===== config.mk =====
export PLATFORM = sky130hd
export DESIGN_NAME = my_cpu_flat
export DESIGN_NICKNAME = d
export VERILOG_FILES = /design/src/rtl/my_cpu_if.sv /design/src/rtl/my_cpu.sv /design/src/flat_wrapper.sv
export SDC_FILE = /design/constraint.sdc
export NUM_CORES = 2
export LEC_CHECK = 0
export BUFFER_PORTS_ARGS = -buffer_cell sky130_fd_sc_hd__clkbuf_2
export CORE_MARGIN = 2
export CORE_UTILIZATION = 27
export CTS_BUF_LIST = sky130_fd_sc_hd__clkbuf_16
export DETAILED_ROUTE_END_ITERATION = 8
export PLACE_DENSITY = 0.47
export SYNTH_ARGS = -nofsm -noshare
export SYNTH_HDL_FRONTEND = slang
export SYNTH_SLANG_ARGS = --single-unit

===== constraint.sdc =====
create_clock -name cpu_clk -period 5.54 [get_ports cpu_clk]
set_input_delay 0.831 -clock cpu_clk [delete_from_list [all_inputs] [get_ports cpu_clk]]
set_output_delay 0.831 -clock cpu_clk [all_outputs]
set_load 0.01 [all_outputs]

===== src/rtl/my_cpu_if.sv =====
// my_cpu_if: instruction feed and writeback debug bus of the core.
// master = stimulus side, slave = the core.
interface my_cpu_if;
  logic [31:0] inst;
  logic        dbg_wb_en;
  logic [4:0]  dbg_wb_rd;
  logic [31:0] dbg_wb_data;

  modport master (
    output inst,
    input  dbg_wb_en,
    input  dbg_wb_rd,
    input  dbg_wb_data
  );

  modport slave (
    input  inst,
    output dbg_wb_en,
    output dbg_wb_rd,
    output dbg_wb_data
  );
endinterface


===== src/rtl/my_cpu.sv =====
// my_cpu: five-stage RV32I core (IF ID EX MEM WB), ALU subset only.
// Macro FORWARD_EN adds EX-stage forwarding from EX/MEM and MEM/WB.
module my_cpu (
  input  logic    cpu_clk,
  input  logic    cpu_rst,
  my_cpu_if.slave bus
);

  typedef enum logic [3:0] {
    ALU_ADD, ALU_SUB, ALU_SLL, ALU_SLT, ALU_SLTU,
    ALU_XOR, ALU_SRL, ALU_SRA, ALU_OR, ALU_AND
  } alu_op_e;

  typedef struct packed {
    logic        valid;
    logic [31:0] inst;
  } if_id_t;

  typedef struct packed {
    logic        valid;
    logic        wen;
    logic [4:0]  rd;
`ifdef FORWARD_EN
    logic [4:0]  rs1;
    logic [4:0]  rs2;
    logic        use_rs2;
`endif
    logic [31:0] a;
    logic [31:0] b;
    alu_op_e     op;
  } id_ex_t;

  typedef struct packed {
    logic        valid;
    logic        wen;
    logic [4:0]  rd;
    logic [31:0] res;
  } res_t;

  if_id_t      ifid_q, ifid_d;
  id_ex_t      idex_q, idex_d;
  res_t        exmem_q, exmem_d;
  res_t        memwb_q, memwb_d;
  logic [31:0] rf_q [32];

  logic [31:0] inst;
  logic [6:0]  opc, f7;
  logic [2:0]  f3;
  logic [4:0]  rd, rs1, rs2;
  logic        is_op, is_imm, is_lui;

  assign inst   = ifid_q.inst;
  assign opc    = inst[6:0];
  assign rd     = inst[11:7];
  assign f3     = inst[14:12];
  assign rs1    = inst[19:15];
  assign rs2    = inst[24:20];
  assign f7     = inst[31:25];
  assign is_op  = (opc == 7'b0110011);
  assign is_imm = (opc == 7'b0010011);
  assign is_lui = (opc == 7'b0110111);

  logic        legal, alt, use_rs2;
  logic [4:0]  src1;
  logic [31:0] imm, rval1, rval2;
  alu_op_e     op;

  logic        wb_hit1, wb_hit2, wb_wr;
  assign wb_wr   = memwb_q.valid & memwb_q.wen;
  assign wb_hit1 = wb_wr & (memwb_q.rd == src1);
  assign wb_hit2 = wb_wr & (memwb_q.rd == rs2);

  // IF: capture the incoming instruction every cycle
  always_comb begin
    ifid_d       = '0;
    ifid_d.valid = 1'b1;
    ifid_d.inst  = bus.inst;
  end

  // ID: decode, legality, register read with write-first bypass
  always_comb begin
    legal   = 1'b0;
    alt     = 1'b0;
    use_rs2 = 1'b0;
    src1    = rs1;
    imm     = {{20{inst[31]}}, inst[31:20]};
    op      = ALU_ADD;
    unique case (1'b1)
      is_op: begin
        legal   = (f7 == 7'h00) |
                  ((f7 == 7'h20) &
                   ((f3 == 3'b000) | (f3 == 3'b101)));
        alt     = f7[5];
        use_rs2 = 1'b1;
      end
      is_imm: begin
        if (f3 == 3'b001)
          legal = (f7 == 7'h00);
        else if (f3 == 3'b101)
          legal = (f7 == 7'h00) | (f7 == 7'h20);
        else
          legal = 1'b1;
        alt = (f3 == 3'b101) & f7[5];
      end
      is_lui: begin
        legal = 1'b1;
        src1  = 5'd0;
        imm   = {inst[31:12], 12'h000};
      end
      default: ;
    endcase
    unique case (f3)
      3'b000: op = alt ? ALU_SUB : ALU_ADD;
      3'b001: op = ALU_SLL;
      3'b010: op = ALU_SLT;
      3'b011: op = ALU_SLTU;
      3'b100: op = ALU_XOR;
      3'b101: op = alt ? ALU_SRA : ALU_SRL;
      3'b110: op = ALU_OR;
      3'b111: op = ALU_AND;
      default: op = ALU_ADD;
    endcase
    if (is_lui)
      op = ALU_ADD;
    rval1 = wb_hit1 ? memwb_q.res : rf_q[src1];
    rval2 = wb_hit2 ? memwb_q.res : rf_q[rs2];
    idex_d         = '0;
    idex_d.valid   = ifid_q.valid;
    idex_d.wen     = ifid_q.valid & legal & (rd != 5'd0);
    idex_d.rd      = rd;
`ifdef FORWARD_EN
    idex_d.rs1     = src1;
    idex_d.rs2     = rs2;
    idex_d.use_rs2 = use_rs2;
`endif
    idex_d.a       = rval1;
    idex_d.b       = use_rs2 ? rval2 : imm;
    idex_d.op      = op;
  end

  logic [31:0] opa, opb, res;

`ifdef FORWARD_EN
  logic em_a, em_b, mw_a, mw_b;
  assign em_a = exmem_q.valid & exmem_q.wen &
                (exmem_q.rd == idex_q.rs1) & (idex_q.rs1 != 5'd0);
  assign mw_a = memwb_q.valid & memwb_q.wen &
                (memwb_q.rd == idex_q.rs1) & (idex_q.rs1 != 5'd0);
  assign em_b = idex_q.use_rs2 & exmem_q.valid & exmem_q.wen &
                (exmem_q.rd == idex_q.rs2) & (idex_q.rs2 != 5'd0);
  assign mw_b = idex_q.use_rs2 & memwb_q.valid & memwb_q.wen &
                (memwb_q.rd == idex_q.rs2) & (idex_q.rs2 != 5'd0);

  // EX operand select: youngest matching producer wins
  always_comb begin
    opa = idex_q.a;
    opb = idex_q.b;
    if (em_a)
      opa = exmem_q.res;
    else if (mw_a)
      opa = memwb_q.res;
    if (em_b)
      opb = exmem_q.res;
    else if (mw_b)
      opb = memwb_q.res;
  end
`else
  // EX operands come straight from ID
  always_comb begin
    opa = idex_q.a;
    opb = idex_q.b;
  end
`endif

  // EX: ALU
  always_comb begin
    res = '0;
    unique case (idex_q.op)
      ALU_ADD:  res = opa + opb;
      ALU_SUB:  res = opa - opb;
      ALU_SLL:  res = opa << opb[4:0];
      ALU_SLT:  res = {31'd0, $signed(opa) < $signed(opb)};
      ALU_SLTU: res = {31'd0, opa < opb};
      ALU_XOR:  res = opa ^ opb;
      ALU_SRL:  res = opa >> opb[4:0];
      ALU_SRA:  res = $unsigned($signed(opa) >>> opb[4:0]);
      ALU_OR:   res = opa | opb;
      ALU_AND:  res = opa & opb;
      default:  res = '0;
    endcase
    exmem_d       = '0;
    exmem_d.valid = idex_q.valid;
    exmem_d.wen   = idex_q.wen;
    exmem_d.rd    = idex_q.rd;
    exmem_d.res   = res;
  end

  // MEM: plain pass-through
  always_comb begin
    memwb_d = exmem_q;
  end

  // Pipeline registers, reset to bubbles
  always_ff @(posedge cpu_clk) begin
    if (cpu_rst) begin
      ifid_q  <= '0;
      idex_q  <= '0;
      exmem_q <= '0;
      memwb_q <= '0;
    end else begin
      ifid_q  <= ifid_d;
      idex_q  <= idex_d;
      exmem_q <= exmem_d;
      memwb_q <= memwb_d;
    end
  end

  // Register file write from WB; x0 never written
  always_ff @(posedge cpu_clk) begin
    if (cpu_rst) begin
      for (int i = 0; i < 32; i++)
        rf_q[i] <= '0;
    end else if (wb_wr) begin
      rf_q[memwb_q.rd] <= memwb_q.res;
    end
  end

  assign bus.dbg_wb_en   = wb_wr;
  assign bus.dbg_wb_rd   = wb_wr ? memwb_q.rd : 5'd0;
  assign bus.dbg_wb_data = wb_wr ? memwb_q.res : 32'd0;

endmodule


===== src/flat_wrapper.sv =====
// flat-port wrapper written by rule: the top's interface ports become plain ports
module my_cpu_flat 
  (cpu_clk, cpu_rst, bus_inst, bus_dbg_wb_en, bus_dbg_wb_rd, bus_dbg_wb_data);
  my_cpu_if bus_i ();
  input  logic cpu_clk;
  input  logic cpu_rst;
  input wire logic [$bits(bus_i.inst)-1:0] bus_inst;
  output wire logic [$bits(bus_i.dbg_wb_en)-1:0] bus_dbg_wb_en;
  output wire logic [$bits(bus_i.dbg_wb_rd)-1:0] bus_dbg_wb_rd;
  output wire logic [$bits(bus_i.dbg_wb_data)-1:0] bus_dbg_wb_data;
  assign bus_i.inst = bus_inst;
  assign bus_dbg_wb_en = bus_i.dbg_wb_en;
  assign bus_dbg_wb_rd = bus_i.dbg_wb_rd;
  assign bus_dbg_wb_data = bus_i.dbg_wb_data;
  my_cpu u_core (.cpu_clk(cpu_clk), .cpu_rst(cpu_rst), .bus(bus_i));
endmodule

==> results by group <==
Power
  – Maximum vdd drop: 338 uV
  – P_leak: 27.6 nW
  – Power Density: 299 mW/mm^2
  – Design Power: 23.6 mW

Timing
  – Minimum clock period: 5.21 ns
  – Max-slew violation count: 0
  – Worst-Margin Slew: 1.38 ns
  – Setup_tns: 0 ns
  – Worst setup margin: 0.326 ns
  – Max Clock Skew: 0.0382 ns
  – Worst hold slack: 0.236 ns
  – Final hold vios: 0
  – Max_slew headroom: 7.68%
  – Max Fclk: 192 MHz
  – Fin crit share: 94.1%
  – RSZ-0062 raised after global routing: false
  – Endpoints failing setup: 0

Outcome
  – Outcome: completed

Setup path
  – Worst setup EP type: flop
  – Slowest stage delay, CP: 0.78 ns
  – Flop2flop setup slack: 0.33 ns
  – CP cell instances: nand2_1 -> or3_4 -> nand3_4 -> buf_4 -> buf_4 -> o22ai_1 -> o21ai_0 -> a41o_1 -> a21oi_1
  – Critical path's top delay family: simple AND/OR/NAND/NOR gates
  – Arrival @ worst endpoint: 5.78 ns
  – Critical Path Source Type: flop
  – Critical path type: flop to flop
  – CP bufs+invs: 2
  – Critical-path top delay cell: nand3_4
  – End of the worst register-to-register path: u_core.opa[18]
  – R2R Path Start: u_core.inst[5]
  – Crit-path max FO: 45
  – Cell mode on critical path: buf_4
  – Required @ worst endpoint: 6.10 ns
  – FF-to-FF path depth: 9

Clock tree
  – CTS max path bufs: 3
  – H-tree lvl count: 4
  – Post-CTS Resized: 0
  – Inserted Clock Buffers: 140
  – Post-CTS setup buffer count: 0
  – # hold bufs at CTS: 0
  – Root Buffer: clkbuf_16
  – Skew-Pair Late Insertion Delay: 0.84 ns
  – Worst-path clk slew: 0.07 ns
  – # clock sinks: 1210
  – CTS tree: built

Yosys
  – Ys async rst share: 0%
  – Mapped Area: 0.0696 sq mm
  – Post-Syn Area per Cell: 11.6 sq um
  – Distinct cells, synth: 86
  – Syn nets: 6146
  – Yosys Warn Count: 0
  – Number of enable flip-flop cells after synthesis: 1024
  – Yosys reg bits: 1210
  – Sequential share of the synthesized area: 49.5%
  – Post-Syn Instances: 6013
  – Top_reg_cell synth: edfxtp_1

Detailed routing
  – DR WL/cell: 32.5 um
  – Vias per std cell: 5.67
  – Detailed-route via count: 53036
  – DRT iter0 DRCs: 7618
  – Post-route ant nets: 0
  – # DRC: 0
  – Number of iterations in the first detailed-routing pass: 5
  – DRT Wirelength: 304 mm

Placement
  – Placed inst area: 0.0744 sq mm
  – Routability-driven placement congestion ratio: 0.923
  – Pre-CTS WS: 0.464 ns
  – DP Wirelength: 199 mm
  – DP Cell Count: 9085
  – Port buffer count: 71

Cells and area
  – Most frequent cells in the layout: and2_1, edfxtp_1, mux4_2, mux2i_1, nor2_1
  – Layout Cells excl Fill: 9356
  – Layout cell share with drive strength beyond 1: 17.7%
  – NumNets Final: 5976
  – Fin util: 30.8%
  – Area delta synth->final: 13.6%
  – Most common cell after layout, fill and taps aside: and2_1
  – Fillers: 25782
  – Design Area, Final: 0.0791 sq mm

Die
  – IO Pins: 72
  – Die W: 512 um
  – Die area: 0.262 sq mm
  – # rows: 186
  – Initial core utilization: 27.1%
  – Core area: 0.257 sq mm
  – Die Span Y: 512 um

GRT
  – Global-route wire length before repair: 422 mm
  – Initial antenna violation count: 30
  – GRT Overall Usage: 22.6%
  – Largest net degree at the start of global routing: 91
  – GRT Residual Overflow: 0
  – Vias in the first global route: 51260

Min path
  – Hold WC Path Type: primary input to flop
  – Min-Delay Endpoint: u_core.inst[1]
  – Hold depth: 2
  – Start point of the worst hold path: bus_inst[1]

Run
  – Max-cap violations: 0
[report_power, final]
part	internal, mW	leakage (nW)	switching (mW)	total, mW
sequential	10.2	12.1	0.368	10.6
combinational	1.16	13.2	2.30	3.46
clock	5.45	2.36	4.16	9.61
total	16.8	27.6	6.83	23.6
[synth_stat cells, types with 113 or more instances]
cell / count / share of area (%)
dfxtp_1: 186 / 5.3
and2_1: 1029 / 9.2
buf_2: 128 / 0.92
nor2_1: 308 / 1.7
a21oi_1: 271 / 1.9
mux2i_1: 337 / 4.8
edfxtp_1: 1024 / 44
mux4_2: 344 / 11
nand2_1: 265 / 1.4
o21ai_0: 237 / 1.7
clkbuf_1: 440 / 2.4
o22ai_1: 198 / 1.8
nor2b_1: 113 / 1.0
[worst reg2reg max path: stages, from the launching register on]
cell and delay (ns):
dfxtp_1 0.44, nand2_1 0.16, or3_4 0.64, nand3_4 0.83, buf_4 0.61, buf_4 0.76
o22ai_1 0.14, o21ai_0 0.74, a41o_1 0.30, a21oi_1 0.34
[cell type report]
cell class | count | area (sq um) | share of cell area, %
sequential | 1210 | 34500 | 43.6
multi-input combinational | 4088 | 33000 | 41.7
tap | 3384 | 4230 | 5.35
clock buffer | 144 | 3600 | 4.56
timing repair buffer | 293 | 2280 | 2.88
clock inverter | 114 | 1030 | 1.30
inverter | 110 | 413 | 0.522
antenna | 13 | 32.5 | 0.0411
[per-layer routing]
layer  global-route usage (%)  vias up  part of all wire, %
met2                     35.5     3019                   45
met3                     3.85      507                  8.6
met5                        0        -               0.0036
met1                     30.7    27346                   42
met4                     9.63        2                  4.4
li1                         -    22162                    -
[how the worst max path moves through the flow]
stage                         from                  to  slack, ns  cells past startpoint
floorplan                  cpu_rst  u_core.rf_q[28][0]       1.12                      4
global placement    u_core.inst[5]      u_core.opa[16]       0.54                     10
detailed placement  u_core.inst[5]      u_core.opa[16]       0.46                     10
CTS                 u_core.inst[5]      u_core.opa[16]       0.44                     10
global route        u_core.inst[5]      u_core.opa[18]       0.42                      9
finish              u_core.inst[5]      u_core.opa[18]       0.33                      9
[registers in the layout, summed over array words and instances, names as in the netlist]
| register | flops |
|---|---|
| u_core.idex_d | 1 |
| u_core.opb | 32 |
| u_core.exmem_q | 39 |
| u_core.memwb_q | 39 |
| u_core.opa | 32 |
| u_core.inst | 32 |
| u_core.idex_q | 4 |
| u_core.exmem_d | 7 |
| u_core.rf_q | 1024 |
[cell families (layout without fill, tap and decap cells)]
group | after synthesis | in the layout | share of synthesized area (%)
other | 0 | 13 | 0
DFF | 1210 | 1210 | 49.5
xor gates and xnor gates | 33 | 33 | 0.415
muxes | 753 | 753 | 17.1
buffers and inverters | 715 | 661 | 4.15
AOI/OAI and AO/OA | 1207 | 1207 | 11.2
adders and majority gates | 99 | 99 | 1.80
and+or+nand+nor | 1996 | 1996 | 15.8
Power figures use the tool's default switching activity.
